<file path="config.mk">
export PLATFORM = sky130hd
export DESIGN_NAME = pwm_multi_ctrl
export DESIGN_NICKNAME = d
export VERILOG_FILES = /design/src/rtl/pwm_multi_pkg.sv /design/src/rtl/pwm_channel.sv /design/src/rtl/pwm_multi_ctrl.sv
export SDC_FILE = /design/constraint.sdc
export NUM_CORES = 1
export LEC_CHECK = 0
export CAP_MARGIN = 20
export CORE_MARGIN = 4
export CORE_UTILIZATION = 57
export CTS_CLUSTER_SIZE = 20
export DETAILED_ROUTE_END_ITERATION = 8
export PLACE_DENSITY = 0.77
export SLEW_MARGIN = 15
export SYNTH_ARGS = -nofsm -noshare
export SYNTH_HDL_FRONTEND = slang
export SYNTH_SLANG_ARGS = --single-unit
</file>
<file path="constraint.sdc">
create_clock -name clk -period 19.6 [get_ports clk]
set_input_delay 4.9 -clock clk [delete_from_list [all_inputs] [get_ports clk]]
set_output_delay 4.9 -clock clk [all_outputs]
set_load 0.02 [all_outputs]
</file>
<file path="src/rtl/pwm_multi_pkg.sv">
// Shared definitions for the multi-channel PWM controller.
//   MODE_EDGE / MODE_CENTER : values of the CENTER parameter
//   ch_width()              : width of the channel-select field for NCH channels
package pwm_multi_pkg;

    localparam int MODE_EDGE   = 0;
    localparam int MODE_CENTER = 1;

    // Select width is clog2(NCH), but never narrower than one bit so a
    // single-channel build still has a legal port.
    function automatic int ch_width(input int nch);
        return ($clog2(nch) < 1) ? 1 : $clog2(nch);
    endfunction

endpackage

</file>
<file path="src/rtl/pwm_channel.sv">
// One PWM channel: counter, up/down direction, shadow/active period-duty-enable
// registers, pending flag and output decode.
//   clk, reset          : clock, asynchronous active-high reset
//   kill                : synchronous emergency stop
//   wr                  : shadow load strobe (already address-decoded)
//   period, duty, en    : values written into the shadow registers
//   pwm                 : PWM output
//   cycle_start         : one-clock pulse at each period start
module pwm_channel
    import pwm_multi_pkg::*;
#(
    parameter int CNT_W  = 28,
    parameter int CENTER = MODE_EDGE
) (
    input  logic             clk,
    input  logic             reset,
    input  logic             kill,
    input  logic             wr,
    input  logic [CNT_W-1:0] period,
    input  logic [CNT_W-1:0] duty,
    input  logic             en,
    output logic             pwm,
    output logic             cycle_start
);

    localparam logic [CNT_W-1:0] ONE = CNT_W'(1);

    logic [CNT_W-1:0] act_p, act_d, sh_p, sh_d, cnt, cnt_nxt;
    logic             act_en, sh_en, pend, dir_up, dir_nxt, bnd;

    // Next count and boundary detection. A disabled channel or P == 0 is
    // treated as "boundary every clock", which also gives the immediate
    // shadow load a disabled channel needs.
    always_comb begin
        cnt_nxt = '0;
        dir_nxt = 1'b1;
        bnd     = 1'b1;
        if (act_en && (act_p != '0)) begin
            if (CENTER == MODE_CENTER) begin
                if (dir_up && (cnt < act_p)) begin
                    cnt_nxt = cnt + ONE;
                    bnd     = 1'b0;
                end else if (cnt > ONE) begin
                    // Turning at the top, or still descending.
                    cnt_nxt = cnt - ONE;
                    dir_nxt = 1'b0;
                    bnd     = 1'b0;
                end
                // Remaining case: cnt == 1 heading down (or P == 1 at the
                // top), which is the step back to 0 and the period boundary.
            end else begin
                if (cnt < act_p) begin
                    cnt_nxt = cnt + ONE;
                    bnd     = 1'b0;
                end
            end
        end
    end

    always_ff @(posedge clk or posedge reset) begin
        if (reset) begin
            cnt    <= '0;
            dir_up <= 1'b1;
            act_p  <= '0;
            act_d  <= '0;
            act_en <= 1'b0;
            sh_p   <= '0;
            sh_d   <= '0;
            sh_en  <= 1'b0;
            pend   <= 1'b0;
        end else if (kill) begin
            // Period/duty are kept; only enables and sequencing are cleared.
            cnt    <= '0;
            dir_up <= 1'b1;
            act_en <= 1'b0;
            sh_en  <= 1'b0;
            pend   <= 1'b0;
        end else begin
            cnt    <= cnt_nxt;
            dir_up <= dir_nxt;
            // The boundary consumes the shadow as it stood before this edge;
            // a coincident write lands in the shadow and stays pending.
            if (bnd && pend) begin
                act_p  <= sh_p;
                act_d  <= sh_d;
                act_en <= sh_en;
            end
            if (wr) begin
                sh_p  <= period;
                sh_d  <= duty;
                sh_en <= en;
                pend  <= 1'b1;
            end else if (bnd && pend) begin
                pend  <= 1'b0;
            end
        end
    end

    assign pwm         = act_en && (cnt < act_d) && !kill;
    assign cycle_start = act_en && (cnt == '0) && ((CENTER == MODE_EDGE) || dir_up) && !kill;

endmodule

</file>
<file path="src/rtl/pwm_multi_ctrl.sv">
// Multi-channel PWM controller: NCH independent channels sharing one
// configuration write port, with edge- or center-aligned counting.
//   clk, reset   : clock, asynchronous active-high reset
//   kill         : synchronous emergency stop for all channels
//   cfg_wr       : write strobe, accepted every cycle it is high
//   cfg_ch       : target channel (values >= NCH are ignored)
//   cfg_period   : period P
//   cfg_duty     : duty D
//   cfg_en       : channel enable
//   pwm          : PWM outputs, bit i is channel i
//   cycle_start  : per-channel period-start pulse
module pwm_multi_ctrl
    import pwm_multi_pkg::*;
#(
    parameter int  NCH    = 4,
    parameter int  CNT_W  = 28,
    parameter int  CENTER = MODE_EDGE,
    localparam int CH_W   = ch_width(NCH)
) (
    input  logic             clk,
    input  logic             reset,
    input  logic             kill,
    input  logic             cfg_wr,
    input  logic [CH_W-1:0]  cfg_ch,
    input  logic [CNT_W-1:0] cfg_period,
    input  logic [CNT_W-1:0] cfg_duty,
    input  logic             cfg_en,
    output logic [NCH-1:0]   pwm,
    output logic [NCH-1:0]   cycle_start
);

    for (genvar i = 0; i < NCH; i++) begin : g_ch
        // Out-of-range channel numbers never match any index, so they drop.
        logic sel;
        assign sel = cfg_wr && (cfg_ch == CH_W'(i));

        pwm_channel #(
            .CNT_W  (CNT_W),
            .CENTER (CENTER)
        ) u_ch (
            .clk         (clk),
            .reset       (reset),
            .kill        (kill),
            .wr          (sel),
            .period      (cfg_period),
            .duty        (cfg_duty),
            .en          (cfg_en),
            .pwm         (pwm[i]),
            .cycle_start (cycle_start[i])
        );
    end

endmodule

</file>
=== Word-level counts from Yosys, hierarchy flattened ===
Cells that the tools add are included.

* Bits of input ports: 63
* Register bits: 572
* Output and inout bits: 8

* $add $sub $neg: 4
* Reduce and logical (&&, ||, !) cells: 58
* Multiplexer cells: 48
* Eq/ne operators: 3
* $lt $le $gt $ge: 8
* Bitwise gates (word level): 1

{| class="wikitable"
|+ Operator list
! kind !! count
|-
| 2-to-1 mux 28 bit || 12
|-
| < comparator 28 bit || 8
|-
| adder 28 x 1 -> 28 bit (second input constant) || 4
|-
| zero test 28 bit || 4
|-
| nonzero test 28 bit || 4
|-
| 2-to-1 mux 1 bit || 36
|-
| logical AND 1 bit || 28
|-
| AND reduction 2 bit || 8
|-
| nonzero test 2 bit || 8
|-
| nonzero test 3 bit || 4
|-
| equality test 2 bit (second input constant) || 2
|-
| equality test 2 x 1 -> 1 bit (second input constant) || 1
|-
| zero test 2 bit || 1
|-
| zero test 1 bit || 1
|-
| NOT 1 bit || 1
|}

=== Depth between registers and ports, before layout ===
Gate-level depths: netlist (run 1).

* Depth after elaboration: 7
* Mapped depth: 11

=== Hierarchy ===
From an unflattened synthesis (run 1), not the netlist that was laid out.

* Cells, all modules: 2,390
* Area total of the unflattened synthesis: 28,533.6 µm²

{| class="wikitable"
|+ Modules (own cells, without submodules)
! module !! instances !! area each (µm²) !! cells each
|-
| pwm_channel at g_ch[0].u_ch ... || 3 || 7,126.8 || 596
|-
| pwm_channel at g_ch[1].u_ch || 1 || 7,115.6 || 598
|-
| pwm_multi_ctrl || 1 || 37.5 || 4
|}

=== Worst setup path before layout (run 1) ===
OpenSTA, ideal clock, no wires.

* Path kind: input-to-output
* Start point: input port kill
* End point: output port pwm[2]
* Arrival time: 6,133 ps
* Data required time: 14,700 ps
* Stages: 7
* Path slack: 8,567 ps
* Path buffers: 3
* Path through: clkbuf_1 > clkbuf_1 > nor2b_1 > nand2_1 > a311o_1 > a211oi_1 > buf_4

* Longest elaborated chain between the ends: 2

{| class="wikitable"
|+ Ends and longest elaborated chain
! item !! RTL line !! source
|-
| from (decl) || pwm_multi_ctrl.sv:22 || <nowiki>input logic kill,</nowiki>
|-
| zero test 1 bit || pwm_channel.sv:99 || <nowiki>assign pwm = act_en && (cnt < act_d) && !kill;</nowiki>
|-
| logical AND 1 bit || pwm_channel.sv:99 ||
|-
| to (decl) || pwm_multi_ctrl.sv:28 || <nowiki>output logic [NCH-1:0] pwm,</nowiki>
|}

Every way passes these cells.

=== Worst setup path after layout (run 1) ===
* Start point: input port kill
* End point: output port pwm[0]

Same word-level chain as after synthesis.

==> results of run 1 <==
## cell usage in the layout (no fill, tap or decap), types with 14 or more instances in the layout
cell | netlist | final
a21o_1 | 26 | 26
a21oi_1 | 65 | 65
a311o_1 | 114 | 114
and3_1 | 20 | 20
buf_4 | 8 | 20
clkbuf_16 | 0 | 59
clkdlybuf4s50_1 | 0 | 69
dfrtp_1 | 572 | 572
ha_1 | 224 | 224
inv_1 | 249 | 247
mux2_2 | 296 | 296
mux2_4 | 40 | 40
nand2_1 | 145 | 145
nand3_1 | 107 | 104
nand4_1 | 68 | 68
nor2_1 | 286 | 285
nor2b_1 | 14 | 14
nor3_1 | 30 | 29
nor4_1 | 53 | 53
o21ai_0 | 257 | 257
xnor2_1 | 54 | 54
xor2_1 | 50 | 50
## cell type report
type	instances	area, um^2	area share [%]
sequential	572	14300	42.3
multi-input combinational	1955	14900	43.9
clock inverter	32	297	0.876
tap	688	861	2.54
antenna	4	10.0	0.0296
timing repair buffer	94	940	2.78
inverter	250	942	2.78
clock buffer	76	1620	4.79
## per-stage QoR
step                area, um^2  total power, mW  util [%]  std cells
floorplan                30700             2.32         -       2929
global placement         31800             2.52      60.1       3556
detailed placement       31800             2.61      60.1       3557
CTS                      33800             3.73      63.7       3665
global route             33800             3.94      63.9       3667
finish                   33800             3.73      63.9       3671
## critical path, stage by stage
cell,delay [ns]
buf_4,0.23
nor2b_1,0.26
nand2_1,0.07
a311o_1,0.31
a211oi_1,0.34
clkdlybuf4s50_1,0.69
## per-layer routing
layer	up-vias	global-route usage (%)	wire [um]
li1	10400	-	-
met1	11500	37.2	33100
met2	951	45.2	37900
met3	259	6.80	6980
met4	4	16.0	5050
met5	-	0	35
## cell families after synthesis
logic type | count (synthesis) | share of synthesized area (%)
flops | 572 | 46.6
xor+xnor | 104 | 2.97
fa+ha+maj | 224 | 9.13
buf+inv | 402 | 5.29
simple gates | 764 | 11.7
compound gates | 523 | 11.3
mux | 340 | 12.9
## flip-flops by register name, indices dropped and copies added (netlist names)
signal,count
g_ch.u_ch.act_d,112
g_ch.u_ch.act_en,4
g_ch.u_ch.act_p,112
g_ch.u_ch.cnt,112
g_ch.u_ch.pend,4
g_ch.u_ch.sh_d,112
g_ch.u_ch.sh_en,4
g_ch.u_ch.sh_p,112
## power groups by stage
stage / Sequential [mW] / Clock [mW] / Combinational, mW
after floorplan: 1.64 / 0 / 0.674
after global placement: 1.71 / 0 / 0.815
after detailed placement: 1.73 / 0 / 0.879
after CTS: 1.71 / 1.13 / 0.888
after global routing: 1.75 / 1.18 / 1.01
final: 1.72 / 1.12 / 0.893
## how the worst max path moves through the flow
stage                     slack [ns]               endpoint  cells past startpoint
after detailed placement        7.87                 pwm[0]                      6
after CTS                       7.87                 pwm[0]                      6
after floorplan                 6.91  g_ch[0].u_ch.act_d[0]                      1
after global routing            7.81                 pwm[0]                      6
final                           7.86                 pwm[0]                      6
after global placement          7.84                 pwm[0]                      6
==> reports/metrics.cfg, run 1 <==
[timing]
hold_ws_ns=0.500
fin_crit_sh_pct=59.9
rsz0062_at_grt=no
hold_violations=0
timing.final.ws_setup_ns=7.86
drv_slew=0
tightest_slew_ns=1.10
max_freq_ghz=0.0852
fin_skew_ns=0.0237
relSlewSlack_pct=26.9
fin_tns_setup_ns=0
setup_violations=0
fin_crit_ns=11.74

[global_route]
grt_max_degree=186
grt_first_pass_wirelength_um=130000
grt_usage_pct=28.9
grt_pass1_vias=23600
grt-ovfl-total=0
antenna_found_initial=15

[final_layout]
finalNetCount=3218
fill_cells=4103
layout-drive-gt1-share_pct=16.0
syn_to_final_growth_pct=10.2

[logic_synthesis]
yosysMostFrequentCell=dfrtp_1
syn-num-nets=3216
yosys_warnings=0
synth_area_leaders=dfrtp_1, mux2_2, ha_1, o21ai_0, a311o_1
syn_inst=2929
synth_seq_cells=572
netlist.area_leader.share_pct=46.6
syn-cell-area_um2=30700
ys_types=60
synth-seq-area-share_pct=46.6
yosys.area.top_type=dfrtp_1
syn_area_per_cell_um2=10.5
synth_common_cells=dfrtp_1, mux2_2, nor2_1
synth_edf_count=0
synthArstFlopShare_pct=100
ys.flop_type=dfrtp_1

[place]
portBuffers=70
pre_cts_ws_ns=7.87
gp_congestion=0.891
dp_hpwl_um=55000

[critical_path]
crit_path_start_kind=input pin
crit_type=input pin to primary output
end_kind=primary output
cp_data_arrival_time_ns=6.84
rr_worst_depth=8
worstPathRequired_ns=14.70
worstPathMaxFanout=37
r2r_end=g_ch[2].u_ch.pend
r2r_slack_ns=15.58
startpoint=kill
crit-reg2reg-launch=g_ch[2].u_ch.cnt[10]

[hold_path]
min_to=g_ch[3].u_ch.act_d[7]
min_path_cells=1
hp-class=register to register
min-delay-start=g_ch[3].u_ch.sh_d[7]

[clocking]
cts_root_buffer=clkbuf_16
h-tree-depth=2
tritoncts=yes
cts_setup_buffers=0
cts_sinks=572
cts_buffers=58
clk_latency_ns=0.63
cts_buffer_depth=3
clk_pin_slew_ns=0.06
cts-resized-gates=0
ctsHoldBuffers=0

[pwr]
p_leak_nw=15.3
power_density_nw_per_um2=110
max-vdd-ir-drop_mv=0.0961
power.internal_mw=2.54
p_seq_share_pct=46.1
clkPwrFrac_pct=30.0
p_switching_mw=1.19
combinationalPowerShare_pct=23.9
switching_share_pct=31.8

[drt]
wl_um=83100
drt-wirelength-per-cell_um=22.6
routed_via_density=6.31
drtIter0Drc=2156
dr.pass1.iters=8
vias=23100
drc=0
final_antenna_net_count=0

[job]
max_cap_viol_count=0

[floorplanning]
dieWidth_um=240
num_rows=84
design.core.area_um2=53000
die_h_um=240
io_pins=71
initial_core_util_pct=57.9
fp.dieArea_um2=57600

[run_status]
outcome=finished, final reports clean

Note: power is estimated with default switching activity, not from simulation.
==> run 2, diff against run 1 <==
==> constraint.sdc (replaced) <==
create_clock -name clk -period 9.7 [get_ports clk]
set_input_delay 2.425 -clock clk [delete_from_list [all_inputs] [get_ports clk]]
set_output_delay 2.425 -clock clk [all_outputs]
set_load 0.02 [all_outputs]
==> run 2 against run 1 <==
Power rose by 110%. Global-route usage decreased by 0.41 points. Register-to-register slack worse by 9.4 ns. Count of clock-buffer cells in the layout is 3 higher. Critical path depth unchanged. Via count increased by 0.16%. Critical path type unchanged. Largest power group unchanged.
==> reports/metrics.cfg, run 2 (synthesized netlist as in run 1, its figures left out) <==
[pwr]
max-vdd-ir-drop_mv=0.235  ; +140%
p_leak_nw=15.4  ; +0.56%
switching_share_pct=30.4  ; -1.4 points
power.internal_mw=5.39  ; +110%
power_mw=7.74  ; +110%
combinationalPowerShare_pct=23.0  ; -0.9 points
p_seq_share_pct=44.8  ; -1.3 points
p_switching_mw=2.35  ; +98%
power_density_nw_per_um2=227  ; +110%
clkPwrFrac_pct=32.2  ; +2.2 points

[final_layout]
layout-drive-gt1-share_pct=16.0  ; -0.034 points
finalNetCount=3218  ; unchanged
syn_to_final_growth_pct=10.9
final_common_cell=dfrtp_1
final_cell_mix=dfrtp_1, mux2_2, nor2_1

[clocking]
cts_setup_buffers=0  ; unchanged
cts_buffers=57  ; -1.7%
cts_sinks=572  ; unchanged
cts_buffer_depth=3  ; unchanged
h-tree-depth=2  ; unchanged
ctsHoldBuffers=0  ; unchanged
cts_root_buffer=clkbuf_16
cts-resized-gates=0  ; unchanged
clk_pin_slew_ns=0.07  ; about the same
tritoncts=yes
clk_latency_ns=0.63  ; about the same

[critical_path]
end_kind=primary output
startpoint=kill
rr_worst_depth=8  ; unchanged
cp_data_arrival_time_ns=4.39  ; -2.45 ns
crit_end=pwm[0]
crit_type=input pin to primary output
cpPeakStageDelay_ns=0.68  ; about the same
cp_num_buf_inv=2  ; unchanged
crit_path_start_kind=input pin
cp_top_family=buffers and inverters
r2r_slack_ns=6.14  ; -9.44 ns
worstPathMaxFanout=36  ; -2.7%
worstPathRequired_ns=7.28  ; -7.42 ns
cpMaxStageDelayCell=clkdlybuf4s50_1
crit_chain=buf_4, nor2b_1, nand2_1, a311o_1, a211oi_1, clkdlybuf4s50_1
crit-reg2reg-launch=g_ch[2].u_ch.cnt[10]
path_depth=6  ; unchanged
r2r_end=g_ch[2].u_ch.cnt[20]

[hold_path]
hp-class=register to register

[global_route]
grt_pass1_vias=23300  ; -0.98%
grt_usage_pct=28.4  ; -0.41 points
grt_first_pass_wirelength_um=129000  ; -0.83%
antenna_found_initial=19  ; +4
grt_max_degree=171  ; -8.1%
grt-ovfl-total=0  ; unchanged

[floorplanning]
num_rows=84  ; unchanged
dieWidth_um=240  ; unchanged
design.core.area_um2=53000  ; unchanged
die_h_um=240  ; unchanged
fp.dieArea_um2=57600  ; unchanged
initial_core_util_pct=57.9  ; unchanged
io_pins=71  ; unchanged

[drt]
routed_via_density=6.32  ; +0.24%
drtIter0Drc=2309  ; +7.1%
wl_um=82100  ; -1.2%
vias=23200  ; +0.16%
dr.pass1.iters=6  ; -2
drc=0  ; unchanged
final_antenna_net_count=0  ; unchanged
drt-wirelength-per-cell_um=22.4  ; -1.1%

[place]
dp_hpwl_um=54200  ; -1.4%
portBuffers=70  ; unchanged
gp_congestion=0.932  ; +4.6%

[timing]
drv_slew=0  ; unchanged
rsz0062_at_grt=no
relSlewSlack_pct=29.0  ; +2.1 points
setup_violations=0  ; unchanged
fin_crit_sh_pct=70.3
hold_violations=0  ; unchanged
hold_ws_ns=0.494  ; -0.00601 ns
tightest_slew_ns=1.07  ; -0.0311 ns
fin_crit_ns=6.82
fin_skew_ns=0.0292  ; +0.00548 ns
max_freq_ghz=0.147

[run_status]
outcome=finished, final reports clean

[job]
max_cap_viol_count=0  ; unchanged

run 2: cell types whose count changed in the layout (fill, tap and decap cells not counted), sizes merged:
cell and change:
clkbuf +3, diode -3, clkinv -12, clkinvlp +4
buf +1, bufinv +9, inv -5
run 2: how the worst min path moves through the flow:
stage / from / end / slack (ns) / depth (start not counted)
global route: g_ch[3].u_ch.sh_p[10] / g_ch[3].u_ch.act_p[10] / 0.51 / 1
CTS: g_ch[3].u_ch.sh_d[8] / g_ch[3].u_ch.act_d[8] / 0.50 / 1
detailed placement: g_ch[3].u_ch.sh_p[10] / g_ch[3].u_ch.act_p[10] / 0.49 / 1
global placement: g_ch[3].u_ch.sh_p[27] / g_ch[3].u_ch.act_p[27] / 0.48 / 1
finish: g_ch[3].u_ch.sh_p[12] / g_ch[3].u_ch.act_p[12] / 0.49 / 1
floorplan: g_ch[1].u_ch.act_d[0] / g_ch[1].u_ch.act_d[0] / 0.47 / 1
run 2: metrics by stage:
stage	area [um^2]	utilization [%]	cells	TNS [ns]	setup WS [ns]
after floorplan	30700	-	2929	-295.48	-0.517
after global placement	31800	60.1	3557	0	2.79
after detailed placement	31800	60.1	3557	0	2.84
after CTS	34000	64.1	3664	0	2.84
after global routing	34000	64.3	3667	0	2.78
final	34000	64.3	3668	0	2.88
run 2: cell type report:
cell class	instances	area (um^2)
repair buffers	95	946
clock inverters	28	475
inverters	250	942
multi-input cells	1955	14800
diodes	1	2.50
flip-flops and latches	572	14300
clock buffers	79	1660
fillers	4000	18900
well taps	688	861
run 2: power by group through the flow:
stage	Combinational, mW	Clock, mW	Sequential (mW)
2_1_floorplan	1.36	0	3.32
3_3_place_gp	1.63	0	3.44
3_5_place_dp	1.76	0	3.49
4_1_cts	1.78	2.52	3.45
5_1_grt	2.01	2.61	3.53
6_report	1.78	2.49	3.46
run 2: per-layer routing:
metal | track usage, % | vias up | share of wire (%)
li1 | - | 10400 | -
met1 | 39.0 | 11700 | 42
met2 | 44.2 | 889 | 45
met3 | 4.32 | 228 | 7.7
met4 | 14.7 | 4 | 5.6
met5 | 0 | - | 0.032
